## src/rtl/ela_frame_check.sv

```systemverilog
`default_nettype none
// ============================================================================
// Module      : ela_frame_check
// Description : Compares a deinterlaced result frame against a golden frame
//               and accumulates error statistics. One pixel per cycle is read
//               from both memories at a shared address. Each pixel is
//               compared one cycle after its address is issued.
//
// Ports
//   clk             : clock, all logic on the rising edge
//   rst             : synchronous active-high reset
//   start           : one-cycle scan request (ignored while scanning)
//   mem_addr        : pixel address shared by the result and golden memories
//   mem_ren         : read enable for both memories
//   res_rd          : result-memory data, valid one cycle after its address
//   gold_rd         : golden-memory data, valid one cycle after its address
//   busy            : scan in progress
//   done            : scan complete, held until the next start or rst
//   sad             : sum of absolute differences
//   err_cnt         : number of pixels whose difference exceeds TOL
//   max_diff        : largest absolute difference seen
//   first_err_addr  : address of the first pixel counted as an error
//   first_err_valid : first_err_addr holds a captured address
//   pass            : done and no errors
//
// Revision    : 1.0 - initial release
// ============================================================================
module ela_frame_check #(
    parameter int TOL  = 0,
    parameter int NPIX = 8192
) (
    input  logic        clk,
    input  logic        rst,
    input  logic        start,
    output logic [12:0] mem_addr,
    output logic        mem_ren,
    input  logic [7:0]  res_rd,
    input  logic [7:0]  gold_rd,
    output logic        busy,
    output logic        done,
    output logic [20:0] sad,
    output logic [13:0] err_cnt,
    output logic [7:0]  max_diff,
    output logic [12:0] first_err_addr,
    output logic        first_err_valid,
    output logic        pass
);

    localparam logic [1:0]  c_idle  = 2'd0;
    localparam logic [1:0]  c_read  = 2'd1;
    localparam logic [1:0]  c_drain = 2'd2;
    localparam logic [1:0]  c_done  = 2'd3;

    localparam logic [7:0]  c_tol   = TOL[7:0];
    localparam logic [12:0] c_last  = 13'(NPIX - 1);

    logic [1:0]  r_state;
    // Valid flag and address travelling alongside the one-cycle memory latency
    logic        r_pix_vld;
    logic [12:0] r_pix_addr;

    logic [7:0]  w_diff;
    logic        w_is_err;
    logic [20:0] w_sad_nxt;
    logic [13:0] w_err_nxt;
    logic [7:0]  w_max_nxt;

    always_comb begin
        w_diff    = (res_rd >= gold_rd) ? (res_rd - gold_rd) : (gold_rd - res_rd);
        w_is_err  = 1'b0;
        w_sad_nxt = sad;
        w_err_nxt = err_cnt;
        w_max_nxt = max_diff;
        if (r_pix_vld) begin
            w_is_err  = (w_diff > c_tol);
            w_sad_nxt = sad + {13'd0, w_diff};
            w_err_nxt = err_cnt + {13'd0, w_is_err};
            if (w_diff > max_diff) begin
                w_max_nxt = w_diff;
            end
        end
    end

    always_ff @(posedge clk) begin
        if (rst) begin
            r_state         <= c_idle;
            r_pix_vld       <= 1'b0;
            r_pix_addr      <= 13'd0;
            mem_addr        <= 13'd0;
            mem_ren         <= 1'b0;
            busy            <= 1'b0;
            done            <= 1'b0;
            pass            <= 1'b0;
            sad             <= 21'd0;
            err_cnt         <= 14'd0;
            max_diff        <= 8'd0;
            first_err_addr  <= 13'd0;
            first_err_valid <= 1'b0;
        end else begin
            r_pix_vld  <= mem_ren;
            r_pix_addr <= mem_addr;

            sad      <= w_sad_nxt;
            err_cnt  <= w_err_nxt;
            max_diff <= w_max_nxt;
            if (w_is_err && !first_err_valid) begin
                first_err_addr  <= r_pix_addr;
                first_err_valid <= 1'b1;
            end

            case (r_state)
                c_idle, c_done: begin
                    if (start) begin
                        // Later assignments override the (idle) accumulate path
                        r_state         <= c_read;
                        mem_addr        <= 13'd0;
                        mem_ren         <= 1'b1;
                        busy            <= 1'b1;
                        done            <= 1'b0;
                        pass            <= 1'b0;
                        sad             <= 21'd0;
                        err_cnt         <= 14'd0;
                        max_diff        <= 8'd0;
                        first_err_addr  <= 13'd0;
                        first_err_valid <= 1'b0;
                    end
                end
                c_read: begin
                    if (mem_addr == c_last) begin
                        r_state <= c_drain;
                        mem_ren <= 1'b0;
                    end else begin
                        mem_addr <= mem_addr + 13'd1;
                    end
                end
                c_drain: begin
                    // Last pixel is accumulated on this edge, so pass uses the
                    // post-accumulation error count.
                    r_state <= c_done;
                    busy    <= 1'b0;
                    done    <= 1'b1;
                    pass    <= (w_err_nxt == 14'd0);
                end
                default: begin
                    r_state <= c_idle;
                end
            endcase
        end
    end

endmodule
`default_nettype wire

```

## config.mk

```make
export PLATFORM = sky130hd
export DESIGN_NAME = ela_frame_check
export DESIGN_NICKNAME = d
export VERILOG_FILES = /design/src/rtl/ela_frame_check.sv
export SDC_FILE = /design/constraint.sdc
export NUM_CORES = 1
export LEC_CHECK = 0
export BUFFER_PORTS_ARGS = -buffer_cell sky130_fd_sc_hd__buf_2
export CORE_ASPECT_RATIO = 2
export CORE_UTILIZATION = 45
export DETAILED_ROUTE_END_ITERATION = 6
export PLACE_DENSITY = 0.67
export SETUP_SLACK_MARGIN = 0.15
export SYNTH_ARGS = -nofsm -noshare
export SYNTH_HDL_FRONTEND = slang
export SYNTH_SLANG_ARGS = --single-unit
```

## constraint.sdc

```tcl
create_clock -name clk -period 5.96 [get_ports clk]
set_input_delay 0.298 -clock clk [delete_from_list [all_inputs] [get_ports clk]]
set_output_delay 0.298 -clock clk [all_outputs]
set_load 0.02 [all_outputs]
```

# [After elaboration in Yosys (flattened, before gate mapping)]
# Cells that the tools add are included.
[classes] add_sub_neg=5 n_lt_le_gt_ge=3 n_eq_ne=7 muxes=31 n_reduce_logical=11
[op_table] op="13-bit 2-to-1 mux" n=5
[op_table] op="21-bit 2-to-1 mux" n=3
[op_table] op="14-bit 2-to-1 mux" n=3
[op_table] op="8-bit 2-to-1 mux" n=5
[op_table] op="13-bit case mux with 2 select lines" n=1
[op_table] op="21-bit by 8-bit adder with 21-bit output" n=1
[op_table] op="8-bit subtractor" n=2
[op_table] op="14-bit by 1-bit adder with 14-bit output" n=1
[op_table] op="14-bit logical NOT" n=1
[op_table] op="13-bit by 1-bit adder with 13-bit output (second input constant)" n=1
[op_table] op="13-bit == test (second input constant)" n=1
[op_table] op="8-bit >= comparator" n=1
[op_table] op="8-bit by 1-bit > comparator with 1-bit output (second input constant)" n=1
[op_table] op="8-bit > comparator" n=1
[op_table] op="1-bit case mux with 2 select lines" n=4
[op_table] op="1-bit 2-to-1 mux" n=7
[op_table] op="2-bit != test (second input constant)" n=3
[op_table] op="2-bit case mux with 3 select lines" n=1
[op_table] op="3-bit AND reduction" n=2
[op_table] op="2-bit == test (second input constant)" n=2
[op_table] op="2-bit 2-to-1 mux" n=2
[op_table] op="2-bit AND reduction" n=2
[op_table] op="2-bit nonzero test" n=2
[op_table] op="2-bit by 1-bit == test with 1-bit output (second input constant)" n=1
[op_table] op="other kinds (4)" n=4
[word_totals] reg_bits=90 in_bits=19 output_inout_bits=74 word_cells=70

# [Longest topological paths before layout]
[logic_depth] ltp_word=8 depth_mapped=22 mapped_depth_nobuf=21

# [Worst setup path before layout]
# OpenSTA, ideal clock, no wires.
[synth_path] kind="in2reg" start="input port res_rd[0]" end="register pass" arrival_ns=4.224 required_ns=5.889 path_slack_ns=1.666 path_stages=22 path_buffers=1 cell_sequence="inv_1 ha_1 inv_1 fa_1 nand3_1 a31oi_4 nor2_4 or3_1 a211oi_2 o311ai_1 or4_1 ha_1 ha_1 and4_1 and3_1 clkbuf_1 nand2b_1 mux2_2 nor3_1 a31o_2 nand4_1 a21oi_1"
[synth_between] elab_chain_len=7
[synth_rtl] element="start, declared" line_no="37" text="input logic [7:0] res_rd,"
[synth_rtl] element="8-bit subtractor or 8-bit >= comparator (tied branches)" line_no="69" text="w_diff = (res_rd >= gold_rd) ? (res_rd - gold_rd) : (gold_rd - res_rd);"
[synth_rtl] element="8-bit 2-to-1 mux *" line_no="69"
[synth_rtl] element="8-bit by 1-bit > comparator with 1-bit output *" line_no="75" text="w_is_err = (w_diff > c_tol);"
[synth_rtl] element="14-bit by 1-bit adder with 14-bit output *" line_no="77" text="w_err_nxt = err_cnt + {13'd0, w_is_err};"
[synth_rtl] element="14-bit 2-to-1 mux *" line_no="74" text="if (r_pix_vld) begin"
[synth_rtl] element="14-bit logical NOT *" line_no="142" text="pass <= (w_err_nxt == 14'd0);"
[synth_rtl] element="1-bit case mux with 2 select lines *" line_no="111" text="case (r_state)"
[synth_rtl] element="end signal, assigned" line_no="142"
[synth_rtl] element="end, declared" line_no="46" text="output logic pass"
# Mark *: on every way between the ends. The rest lies on a longest branch, timed or not.
# A chain may end at the register's enable or synchronous reset.

# [Worst setup path after layout]
[layout_path] start="input port res_rd[2]" end="register pass"
# The elaborated chain is that of the path after synthesis.

==> flow_summary.yaml <==
timing:
  relSlewSlack_pct: 40.4
  setup_violations: 0
  rsz0062_at_grt: "no"
  hold_violations: 0
  setup-tns-final_ns: 0
  max_freq_ghz: 0.222
  worst_slew_pin_slew_ns: 0.892
  finalMaxSlewViolations: 0
  min_period_ns: 4.50
  timing.final.crit_share_pct: 75.5
  fin_skew_ns: 0.00702
grt:
  grt_pass1_wl_um: 20200
  grt_remaining_overflow: 0
  antenna_found_initial: 0
  grt_start_max_net_pins: 59
  globalRouteTotalUtil_pct: 21.1
  grt_pass1_vias: 4312
setup_path:
  r2r_cells: 11
  path_cells: "buf_2 -> inv_1 -> ha_1 -> nand3_1 -> a31oi_4 -> nor2_4 -> or3_1 -> a211oi_2 -> o311ai_1 -> or4_1 -> ha_1 -> ha_1 -> and4_1 -> and3_1 -> nand2b_1 -> mux2_2 -> nor3_1 -> a31o_2 -> nand4_1 -> a21oi_1"
  r2r-end: "sad[18]$_SDFF_PP0_"
  cp_slowest_cell: "or4_1"
  timing.rr.start: "sad[0]$_SDFF_PP0_"
  cp-start-kind: "input pin"
  critical_path_class: "input pin to flop"
  crit_start: "res_rd[2]"
  cp_top_family: "simple AND/OR/NAND/NOR gates"
  endpoint: "pass$_SDFFE_PP0P_"
  critPathMostFrequentCell: "ha_1"
  path_max_fanout: 11
  cp_num_cells: 20
  end_kind: "flop"
  critPathBufInv: 2
  crit_path_max_incr_delay_ns: 0.55
  worstPathRequired_ns: 6.22
  ff2ff_setup_slack_ns: 2.89
  arrival_ns: 4.76
route:
  num_vias: 4439
  drc: 0
  ant_nets: 0
  wl_um: 12100
  viasPerCell: 5.34
  first_pass_iters: 4
  wire_per_inst_um: 14.6
  drtIter0Drc: 154
hold_path:
  hold_depth: 4
  min_path_type: "input pin to flop"
floorplan:
  die_x_um: 77.4
  die-height_um: 153
  core_sq_mm: 0.0110
  start_util_pct: 46.5
  core.rowCount: 54
  dieArea_sq_mm: 0.0118
  ios: 93
logic_synthesis:
  ys.flop_type: "dfxtp_1"
  synth_edf_count: 0
  syn_area_per_cell_sq_um: 8.44
  syn_area_sq_mm: 0.00512
  async_reset_ff_share_pct: 0
  synth-seq-cells: 90
  synthCells: 607
  ys_warn_count: 0
  synthesis.nets: 665
  ys_seq_area_share_pct: 35.2
  yosysUniqueCellTypes: 67
clock_tree:
  holdBufCountCts: 0
  clock-root-buffer: "clkbuf_16"
  cts_resized: 0
  post_cts_buffers: 0
  clkLatencyLatePin_ns: 0.33
  cts_tree: "built"
  htree_levels: 3
  cts_buffer_depth: 2
  cts_made_buffers: 9
  path_clk_slew_ns: 0.06
  cts.sinks: 90
placement:
  finalWeightedCongestion: 0.900
  dp_hpwl_um: 9420
  io_buffers: 92
  dp_cells: 815
power_and_ir_drop:
  p_per_area_mw_per_mm2: 302
  peakVddDrop_mv: 0.245
  p_leak_nw: 2.57
layout:
  n_antenna_cell: 0
  synthToLayoutAreaGrowth_pct: 16.3
  layout-drive-gt1-share_pct: 18.8
  final_cells: 831
  fin_nets: 744
  n_fill_cell: 1071
outcome:
  status: "finished clean"
run:
  maxCapViolCount: 0
==> worst min-delay path: stages <==
cell,delay (ns)
buf_2,0.15
nand2_1,0.07
a21oi_1,0.06
nor2_1,0.08
==> registers in the layout, indices dropped and copies added (netlist names) <==
name and cells:
pass 1, mem_addr 13, mem_ren 1, first_err_valid 1, max_diff 8, sad 21
r_pix_addr 13, done 1, err_cnt 14, busy 1, first_err_addr 13, r_state 2
r_pix_vld 1
==> Yosys cell counts (all sizes together) (2+ instances only) <==
cell | number | share of area, %
a211oi | 6 | 0.98
mux2 | 3 | 0.66
nor2b | 16 | 2.0
a21oi | 40 | 4.1
nand4 | 12 | 1.7
xnor2 | 10 | 1.7
and3 | 11 | 1.4
dfxtp | 90 | 35
a22oi | 2 | 0.29
nand2b | 14 | 1.7
nor3 | 8 | 0.78
nor3b | 2 | 0.29
nor4 | 2 | 0.24
o21ai | 17 | 1.7
nand2 | 75 | 5.5
a21o | 8 | 1.2
a21boi | 4 | 0.59
or4 | 4 | 0.59
or3 | 6 | 0.73
inv | 42 | 3.1
a31oi | 2 | 0.54
o21bai | 3 | 0.44
fa | 3 | 1.2
clkbuf | 16 | 1.2
buf | 11 | 1.6
a41oi | 2 | 0.34
nand3 | 17 | 1.7
ha | 36 | 8.8
o31ai | 3 | 0.44
xor2 | 18 | 3.1
a31o | 2 | 0.51
a2111oi | 2 | 0.34
mux2i | 35 | 6.8
o311ai | 2 | 0.34
and2 | 4 | 0.49
and4 | 3 | 0.51
nor2 | 58 | 4.4
o41ai | 2 | 0.34
or2 | 2 | 0.24
==> where the power goes <==
group / total [mW] / switching, mW / internal [mW]
logic: 0.539 / 0.338 / 0.201
clock network: 0.583 / 0.241 / 0.342
registers: 0.675 / 0.0398 / 0.635
==> worst min-delay path by stage <==
| stage | startpoint | end | slack (ns) |
|---|---|---|---|
| after detailed placement | r_pix_addr[8]$_SDFF_PP0_ | first_err_addr[8]$_SDFF_PP0_ | 0.44 |
| after global routing | start | r_state[1]$_SDFFE_PP0P_ | 0.37 |
| after CTS | start | r_state[1]$_SDFFE_PP0P_ | 0.36 |
| after floorplan | rst | r_pix_addr[1]$_SDFF_PP0_ | 0.37 |
| after global placement | r_pix_addr[1]$_SDFF_PP0_ | first_err_addr[1]$_SDFF_PP0_ | 0.43 |
| final | start | r_state[1]$_SDFFE_PP0P_ | 0.37 |
==> layer usage <==
layer | vias to the layer above | track usage (%) | wire (um)
met5 | - | 0 | 0
met4 | 0 | 10.9 | 391
met3 | 28 | 3.04 | 365
li1 | 2242 | - | -
met1 | 2074 | 20.7 | 4530
met2 | 95 | 41.1 | 6860
==> cell type report <==
cell class / instances / area, sq um / share of cell area, %
clock inverter: 6 / 72.6 / 1.22
multi-input combinational: 448 / 3030 / 50.9
clock buffer: 10 / 239 / 4.01
inverter: 42 / 158 / 2.65
tap: 140 / 175 / 2.94
sequential: 90 / 1800 / 30.2
timing repair buffer: 95 / 483 / 8.10
==> layout by cell type (no fill, tap or decap), types with 5 or more instances in the layout <==
master	instances
buf_2	92
a21o_1	7
nor3_1	8
mux2i_1	35
clkbuf_16	9
o21ai_0	15
inv_1	42
ha_1	36
xor2_1	18
dfxtp_1	90
a21oi_1	37
nand2_1	75
nor2_1	57
nor2b_1	16
a211oi_1	5
or3_1	6
and3_1	10
xnor2_1	10
nand2b_1	14
nand3_1	17
nand4_1	10
==> cells by family (layout without fill, tap and decap cells) <==
group	Yosys count	after routing	share of synthesized area, %
DFF	90	90	35.2
buffers and inverters	69	153	5.89
and+or+nand+nor	237	237	22.7
xor gates and xnor gates	28	28	4.79
adders and majority gates	40	40	10.2
muxes	38	38	7.50
AOI/OAI and AO/OA	105	105	13.8
==> per-stage QoR <==
stage	cell area [sq um]	hold slack (ns)	worst slack (ns)	power [mW]	utilization [%]
6_report	5960	0.370	1.46	1.80	54.1
5_1_grt	5960	0.373	1.13	1.91	54.1
4_1_cts	5960	0.357	1.49	1.82	54.1
3_5_place_dp	5650	0.435	1.16	1.23	51.3
3_3_place_gp	5650	0.428	1.30	1.21	51.3
2_1_floorplan	5120	0.370	1.67	1.10	-
(Power assumes the default switching activity.)
